`config.mk`:
```
export PLATFORM = sky130hd
export DESIGN_NAME = cpu_sram_arbiter
export DESIGN_NICKNAME = d
export VERILOG_FILES = /design/src/rtl/cpu_arb_pkg.sv /design/src/rtl/arb_id_fifo.sv /design/src/rtl/cpu_sram_arbiter.sv
export SDC_FILE = /design/constraint.sdc
export NUM_CORES = 1
export LEC_CHECK = 0
export BUFFER_PORTS_ARGS = -buffer_cell sky130_fd_sc_hd__buf_2
export CAP_MARGIN = 30
export CORE_AREA = 2 2 125 127
export CTS_BUF_LIST = sky130_fd_sc_hd__clkbuf_8 sky130_fd_sc_hd__clkbuf_16
export DETAILED_ROUTE_END_ITERATION = 8
export DIE_AREA = 0 0 127 129
export PLACE_DENSITY_LB_ADDON = 0.25
export RECOVER_POWER = 25
export SYNTH_ARGS = -nofsm -noshare
export SYNTH_HDL_FRONTEND = slang
export SYNTH_SLANG_ARGS = --single-unit
```
`constraint.sdc`:
```
create_clock -name clk -period 3.2 [get_ports clk]
set_input_delay 0.64 -clock clk [delete_from_list [all_inputs] [get_ports clk]]
set_output_delay 0.64 -clock clk [all_outputs]
set_load 0.01 [all_outputs]
```
`src/rtl/cpu_arb_pkg.sv`:
```
// Shared types and widths for the CPU sram-like memory-port arbiter.
// Latency: n/a (declarations only).
// Backpressure: n/a (declarations only).
package cpu_arb_pkg;

  // sram-like bus widths (mirrors mycpu.h)
  localparam int ADDR_W = 32;
  localparam int DATA_W = 32;
  localparam int SIZE_W = 2;
  localparam int STRB_W = 4;

  // Default number of accepted-but-unanswered requests the arbiter tracks
  localparam int OST_DEPTH_DEF = 2;

  // Requester identity as stored in the ID FIFO
  typedef enum logic {
    REQ_ID_I = 1'b0,
    REQ_ID_D = 1'b1
  } req_id_e;

  // Grant state: free to arbitrate, or held for one requester
  typedef enum logic [1:0] {
    ST_IDLE   = 2'd0,
    ST_LOCK_I = 2'd1,
    ST_LOCK_D = 2'd2
  } arb_state_e;

  // Lock state that holds the grant for a given requester
  function automatic arb_state_e lock_state(input req_id_e id);
    return (id == REQ_ID_D) ? ST_LOCK_D : ST_LOCK_I;
  endfunction

endpackage

```
`src/rtl/arb_id_fifo.sv`:
```
// Synchronous FIFO of 1-bit requester IDs, in address-accept order.
// Latency: push visible at head one cycle later; full/empty/head are registered-state decodes.
// Backpressure: push ignored when full, pop ignored when empty; push+pop together keeps count.
module arb_id_fifo #(
  parameter int DEPTH = 2
) (
  input  logic clk,
  input  logic reset,
  input  logic push,
  input  logic push_id,
  input  logic pop,
  output logic full,
  output logic empty,
  output logic head
);

  localparam int PW = (DEPTH > 1) ? $clog2(DEPTH) : 1;
  localparam int CW = $clog2(DEPTH) + 1;
  localparam logic [CW-1:0] FULL_CNT = CW'(DEPTH);

  logic [DEPTH-1:0] ids_q, ids_d;
  logic [PW-1:0]    wr_ptr_q, wr_ptr_d;
  logic [PW-1:0]    rd_ptr_q, rd_ptr_d;
  logic [CW-1:0]    cnt_q, cnt_d;
  logic             push_ok;
  logic             pop_ok;

  assign full    = (cnt_q == FULL_CNT);
  assign empty   = (cnt_q == '0);
  assign head    = ids_q[rd_ptr_q];
  assign push_ok = push & ~full;
  assign pop_ok  = pop & ~empty;

  // Next-state: write at wr_ptr, advance pointers (power-of-two wrap), track occupancy
  always_comb begin
    ids_d    = ids_q;
    wr_ptr_d = wr_ptr_q;
    rd_ptr_d = rd_ptr_q;
    cnt_d    = cnt_q;
    if (push_ok) begin
      ids_d[wr_ptr_q] = push_id;
      wr_ptr_d        = wr_ptr_q + PW'(1);
    end
    if (pop_ok) begin
      rd_ptr_d = rd_ptr_q + PW'(1);
    end
    case ({push_ok, pop_ok})
      2'b10:   cnt_d = cnt_q + CW'(1);
      2'b01:   cnt_d = cnt_q - CW'(1);
      default: cnt_d = cnt_q;
    endcase
  end

  // State registers with synchronous reset
  always_ff @(posedge clk) begin
    if (reset) begin
      ids_q    <= '0;
      wr_ptr_q <= '0;
      rd_ptr_q <= '0;
      cnt_q    <= '0;
    end else begin
      ids_q    <= ids_d;
      wr_ptr_q <= wr_ptr_d;
      rd_ptr_q <= rd_ptr_d;
      cnt_q    <= cnt_d;
    end
  end

endmodule

```
`src/rtl/cpu_sram_arbiter.sv`:
```
// Shares one in-order sram-like memory port between fetch (I) and load/store (D) requesters.
// Latency: addr_ok in the same cycle as mem_addr_ok; data_ok/rdata combinational from mem_data_ok.
// Backpressure: grant held while mem_addr_ok is low; new requests blocked while OST_DEPTH are outstanding.
module cpu_sram_arbiter
  import cpu_arb_pkg::*;
#(
  parameter int OST_DEPTH = OST_DEPTH_DEF
) (
  input  logic              clk,
  input  logic              reset,

  input  logic              inst_sram_req,
  input  logic              inst_sram_wr,
  input  logic [SIZE_W-1:0] inst_sram_size,
  input  logic [ADDR_W-1:0] inst_sram_addr,
  input  logic [STRB_W-1:0] inst_sram_wstrb,
  input  logic [DATA_W-1:0] inst_sram_wdata,
  output logic              inst_sram_addr_ok,
  output logic              inst_sram_data_ok,
  output logic [DATA_W-1:0] inst_sram_rdata,

  input  logic              data_sram_req,
  input  logic              data_sram_wr,
  input  logic [SIZE_W-1:0] data_sram_size,
  input  logic [ADDR_W-1:0] data_sram_addr,
  input  logic [STRB_W-1:0] data_sram_wstrb,
  input  logic [DATA_W-1:0] data_sram_wdata,
  output logic              data_sram_addr_ok,
  output logic              data_sram_data_ok,
  output logic [DATA_W-1:0] data_sram_rdata,

  output logic              mem_req,
  output logic              mem_wr,
  output logic [SIZE_W-1:0] mem_size,
  output logic [ADDR_W-1:0] mem_addr,
  output logic [STRB_W-1:0] mem_wstrb,
  output logic [DATA_W-1:0] mem_wdata,
  input  logic              mem_addr_ok,
  input  logic              mem_data_ok,
  input  logic [DATA_W-1:0] mem_rdata
);

  arb_state_e state_q, state_d;
  logic       rst_dly_q, rst_dly_d;

  logic       out_blk;
  logic       gnt_vld;
  req_id_e    gnt_id;
  logic       gnt_req;
  logic       addr_hs;
  logic       fifo_full;
  logic       fifo_empty;
  logic       fifo_head;
  logic       fifo_pop;

  // Handshakes are suppressed while in reset and for the cycle right after it
  assign out_blk = reset | rst_dly_q;

  // Grant selection: a lock pins the owner, otherwise D wins over I
  always_comb begin
    gnt_vld = 1'b0;
    gnt_id  = REQ_ID_I;
    case (state_q)
      ST_LOCK_I: begin
        gnt_vld = 1'b1;
        gnt_id  = REQ_ID_I;
      end
      ST_LOCK_D: begin
        gnt_vld = 1'b1;
        gnt_id  = REQ_ID_D;
      end
      default: begin
        if (data_sram_req) begin
          gnt_vld = 1'b1;
          gnt_id  = REQ_ID_D;
        end else if (inst_sram_req) begin
          gnt_vld = 1'b1;
          gnt_id  = REQ_ID_I;
        end
      end
    endcase
  end

  assign gnt_req = (gnt_id == REQ_ID_D) ? data_sram_req : inst_sram_req;
  assign mem_req = gnt_vld & gnt_req & ~fifo_full & ~out_blk;
  assign addr_hs = mem_req & mem_addr_ok;

  // Memory-port request fields follow the granted requester only
  always_comb begin
    mem_wr    = inst_sram_wr;
    mem_size  = inst_sram_size;
    mem_addr  = inst_sram_addr;
    mem_wstrb = inst_sram_wstrb;
    mem_wdata = inst_sram_wdata;
    if (gnt_id == REQ_ID_D) begin
      mem_wr    = data_sram_wr;
      mem_size  = data_sram_size;
      mem_addr  = data_sram_addr;
      mem_wstrb = data_sram_wstrb;
      mem_wdata = data_sram_wdata;
    end
  end

  assign inst_sram_addr_ok = addr_hs & (gnt_id == REQ_ID_I);
  assign data_sram_addr_ok = addr_hs & (gnt_id == REQ_ID_D);

  // Responses return in accept order; a response with nothing outstanding is dropped
  assign fifo_pop          = mem_data_ok & ~fifo_empty & ~out_blk;
  assign inst_sram_data_ok = fifo_pop & (fifo_head == REQ_ID_I);
  assign data_sram_data_ok = fifo_pop & (fifo_head == REQ_ID_D);
  assign inst_sram_rdata   = mem_rdata;
  assign data_sram_rdata   = mem_rdata;

  arb_id_fifo #(
    .DEPTH   (OST_DEPTH)
  ) u_id_fifo (
    .clk     (clk),
    .reset   (reset),
    .push    (addr_hs),
    .push_id (gnt_id == REQ_ID_D),
    .pop     (fifo_pop),
    .full    (fifo_full),
    .empty   (fifo_empty),
    .head    (fifo_head)
  );

  // Next grant state: release on handshake, lock when a granted request is left waiting
  always_comb begin
    state_d   = state_q;
    rst_dly_d = 1'b0;
    if (out_blk) begin
      state_d = ST_IDLE;
    end else if (addr_hs) begin
      state_d = ST_IDLE;
    end else if (gnt_vld && gnt_req) begin
      state_d = lock_state(gnt_id);
    end
  end

  // Grant state and post-reset blanking registers
  always_ff @(posedge clk) begin
    if (reset) begin
      state_q   <= ST_IDLE;
      rst_dly_q <= 1'b1;
    end else begin
      state_q   <= state_d;
      rst_dly_q <= rst_dly_d;
    end
  end

endmodule

```
-- Word level (Yosys, flattened, before mapping)
Cells that the tools add are included.
- add/subtract/negate cells: 4
- mux-type cells: 19
- eq/ne operators: 5
- magnitude comparators: 3
- bitwise logic cells: 18
- reductions and logical operators: 6
- operators with widths (cell ; count):
    two-way mux 32 bit ; 2
    bitwise AND 1 bit ; 12
    two-way mux 1 bit ; 10
    == test 2 bit (second input constant) ; 3
    NOT 1 bit ; 5
    == test 2 x 1 -> 1 bit (second input constant) ; 2
    < comparator 1 x 2 -> 1 bit (second input constant) ; 2
    two-way mux 2 bit ; 2
    two-way mux 4 bit ; 1
    one-hot mux 2 bit (2 select lines) ; 1
    OR reduction 3 bit ; 1
    adder 1 bit (second input constant) ; 2
    adder 2 x 1 -> 2 bit (second input constant) ; 1
    bitwise mux 2 bit ; 1
    logical AND 1 bit ; 2
    zero test 2 bit ; 1
    one-hot mux 1 bit (2 select lines) ; 1
    nonzero test 2 bit ; 1
    OR reduction 2 bit ; 1
    subtractor 2 x 1 -> 2 bit (second input constant) ; 1
    demux 1 bit (select 1 bit) ; 1
    greater-or-equal comparator 1 bit (second input constant) ; 1
    bitwise OR 1 bit ; 1
- word-level logic and storage cells: 61
- register bits after elaboration: 9

-- Depth between registers and ports, before layout
- word-level depth: 10
- gate-level depth with buffers: 10

-- Modules after synthesis
From an unflattened synthesis, not the netlist that was laid out.
- cells, all modules: 200
- area total of the unflattened synthesis: 1889.3 µm²
- by module, submodules not included (module ; instances ; area an instance (µm²) ; cells an instance):
    cpu_sram_arbiter ; 1 ; 1597.8 ; 169
    arb_id_fifo ; 1 ; 291.5 ; 31

-- Least setup slack after synthesis
Ideal clock, no wire load.
- path type: reg-to-output
- start point: register state_q[0]
- end point: output port mem_wdata[10]
- slack: 848 ps
- data required time: 2560 ps
- arrival: 1712 ps
- stages on the path, launching flop included: 7
- cells stage by stage: dfxtp_1 inv_1 ha_1 mux2i_1 buf_2 buf_4 mux2_1
- longest elaborated chain between the ends: 3
- elaborated cells between the ends (all ways): 4
- ends and longest elaborated chain (element ; line ; source):
    start: declaration ; cpu_sram_arbiter.sv:43 ; arb_state_e state_q, state_d;
    start signal: assignment ; cpu_sram_arbiter.sv:146 ; state_q <= state_d;
    == test 2 bit / == test 2 x 1 -> 1 bit (equally long branches) ; cpu_sram_arbiter.sv:63 ; case (state_q)
    one-hot mux 1 bit (2 select lines) (*) ; cpu_sram_arbiter.sv:63 ;
    two-way mux 32 bit (*) ; cpu_sram_arbiter.sv:95 ; if (gnt_id == REQ_ID_D) begin
    end: declaration ; cpu_sram_arbiter.sv:37 ; output logic [DATA_W-1:0] mem_wdata,
Every way passes the cells marked *; elsewhere a longest branch is shown, timed or not.

-- Worst setup path in the final report
- start point: register state_q[0]
- end point: output port mem_addr[10]
- longest elaborated chain between the ends: 3
- elaborated cells between the ends (all ways): 4
- ends and longest elaborated chain (element ; line ; source):
    == test 2 bit / == test 2 x 1 -> 1 bit (equally long branches) ; cpu_sram_arbiter.sv:63 ;
    one-hot mux 1 bit (2 select lines) (*) ; cpu_sram_arbiter.sv:63 ;
    two-way mux 32 bit (*) ; cpu_sram_arbiter.sv:95 ;
    end: declaration ; cpu_sram_arbiter.sv:35 ; output logic [ADDR_W-1:0] mem_addr,
Marks and branches as above.

==> impl_metrics.ini <==
[sta]
rsz0062_at_grt = no
max_clock_freq_ghz = 0.350
finalSetupTns_ns = 0
holdWs_ns = 0.494
slew_viol_final = 0
setup_viol = 0
slew_headroom = 0.580
worst_pin_slew_ns = 0.631
final_hold_viol_count = 0
fin_crit_ns = 2.85
post-route-period-util = 0.892
skew_ns = 0.000278

[yosys]
ys_top_cells_by_count = 68 x buf_4, 36 x mux2_1, 35 x mux2_2
async_reset_ff_frac = 0
ys_top_cells_by_area = buf_4 28%, mux2_1 22%, mux2_2 21%, dfxtp_1 9.8%, a2111oi_2 1.6%
synth_edf_count = 0
yosysTopAreaCell = buf_4
synth_fp_nets = 376
yosysWarnings = 0
synth-seq-area-share = 0.0980
synth_cell_types = 33
post-synth-top-count-cell = buf_4
syn_area_per_cell_sq_um = 9.47
synth_area_sq_um = 1840
ys.flop_type = dfxtp_1
syn_inst = 194
synth.top_cell.area_share = 0.278
ys_ff_latch = 9

[floorplanning]
die_w_um = 127
core_area_sq_um = 15000
rows = 45
start_util = 0.123
num_io_pins = 320
die_height_um = 129
die_area_sq_um = 16400

[worst_setup_path]
cpPeakStageDelay_ns = 0.41
critPathCaptureType = output pin
path_class = reg2out
required_ns = 2.56
cp_cell_sequence = inv_1 > ha_1 > mux2i_4 > buf_4 > mux2_2 > buf_2
cpMaxStageDelayCell = buf_4
start_kind = register
r2r_slack_ns = 0.80
arrival_ns = 2.21
worstPathMaxFanout = 34

[clock_network]
cts.path.max_buffers = 2
clk_pin_slew_ns = 0.04
cts_setup_buffers = 0
cts_hold_buf = 0
numCtsBuffers = 3
post_cts_resized = 0
cts_max_level = 1
cts.sinks = 9
clk_latency_ns = 0.23
tritoncts = built
cts_root_buf = clkbuf_16

[routing]
drt_pass1_iterations = 4
wire_per_inst_um = 11.6
routed_wl_um = 6240
vias_per_cell = 3.54
vias = 1904
ant_nets = 0
drc = 0
drtIter0Drc = 79

[final_layout]
diodes = 0
final_core_util = 0.184
synthToLayoutAreaGrowth_pct = 50.3
final_nets = 533
nFillCells = 1680
drive_gt1_frac = 0.777

[global_routing]
grt_pass1_vias = 1813
grt_usage = 0.0665
grt-ovfl-total = 0
grt_pass1_wl_um = 8830
grt_max_degree = 43
antenna_found_initial = 1

[run]
cap_violations = 0

[hold_path]
min_path_type = reg2reg

[power_and_ir_drop]
p_leak_nw = 1.39
p_int_uw = 499
p_seq_frac = 0.167
clockPowerShare = 0.293
pwr_density_cell_nw_per_um2 = 266
ir_worst_vdd_v = 0.000191
pwr-share-comb = 0.540
switching_power_uw = 236
total_power_uw = 736
p_sw_frac = 0.321

[place]
io_buffers = 223
dp_hpwl_um = 5540
gp_congestion = 0.727

[outcome]
status = finished clean
metrics by stage:
stage	worst slack [ns]	instance area (sq um)	cells
floorplan	0.848	1840	194
CTS	0.324	2760	538
global route	0.231	2760	538
finish	0.346	2760	538
global placement	0.623	2690	534
detailed placement	0.586	2690	534
path summary, 6_finish.rpt:
path | startpoint | endpoint | depth (start not counted)
worst min register to register | state_q[0]$_SDFFE_PP0N_ | state_q[0]$_SDFFE_PP0N_ | 2
worst max register to register | state_q[0]$_SDFFE_PP0N_ | u_id_fifo.cnt_q[1]$_SDFFE_PP0P_ | 9
worst min-delay path | state_q[0]$_SDFFE_PP0N_ | state_q[0]$_SDFFE_PP0N_ | 2
worst max-delay path | state_q[0]$_SDFFE_PP0N_ | mem_addr[10] | 6
cells by family after synthesis:
kind of cell,count (synthesis),synth area share
simple gates,17,0.0545
mux,73,0.446
xor+xnor,3,0.0143
buf+inv,78,0.308
flops,9,0.0980
compound gates,12,0.0660
fa+ha+maj,2,0.0136
layout by cell type (no fill, tap or decap):
cell         n
nand2_1      3
buf_2      222
clkbuf_1     1
mux2_1      36
clkbuf_16    3
or3_1        1
nand2b_2     1
and2_1       1
and3_4       1
inv_4        1
a31oi_1      1
and2b_1      1
mux2i_1      1
buf_12       1
ha_1         2
inv_2        1
a41oi_1      1
a21oi_1      1
a22o_1       1
o211ai_1     1
a2111oi_2    2
xor2_1       2
a2111oi_4    1
mux2_2      35
o21ai_0      1
mux2i_4      1
and2_2       1
nor2b_1      1
xnor2_1      1
a311oi_1     2
nor2_1       6
dfxtp_1      9
o21ai_1      1
nor3b_2      1
inv_1        4
buf_4        1
layout make-up:
type | count | area, sq um | share of cell area
repair buffers | 225 | 1140 | 0.413
multi-input cells | 107 | 1100 | 0.400
well taps | 188 | 235 | 0.0851
flip-flops and latches | 9 | 180 | 0.0652
clock buffers | 3 | 75.1 | 0.0272
inverters | 5 | 21.3 | 0.00770
clock inverters | 1 | 3.75 | 0.00136
power groups by stage:
stage | clock, mW | sequential, mW | combinational, mW
2_1_floorplan | 0 | 0.123 | 0.295
5_1_grt | 0.226 | 0.123 | 0.432
4_1_cts | 0.219 | 0.123 | 0.404
3_5_place_dp | 0 | 0.124 | 0.402
6_report | 0.215 | 0.123 | 0.398
3_3_place_gp | 0 | 0.124 | 0.398
registers in the layout (all words and copies together) (netlist names):
name,cells
rst_dly_q,1
state_q,2
u_id_fifo.wr_ptr_q,1
u_id_fifo.cnt_q,2
u_id_fifo.ids_q,2
u_id_fifo.rd_ptr_q,1
worst max-delay path, delay by kind of cell (launching register included):
family / cells / cell delay [ns]
muxes: 2 / 0.67
buffers and inverters: 3 / 0.60
DFF: 1 / 0.33
adders and majority gates: 1 / 0.37
per-layer routing:
layer	part of all wire	vias up	GRT usage
met5	0	-	0
met4	0.010	0	0.0116
met3	0.11	13	0.0200
met2	0.50	128	0.121
met1	0.38	839	0.0782
li1	-	924	-
(Power assumes the default switching activity.)
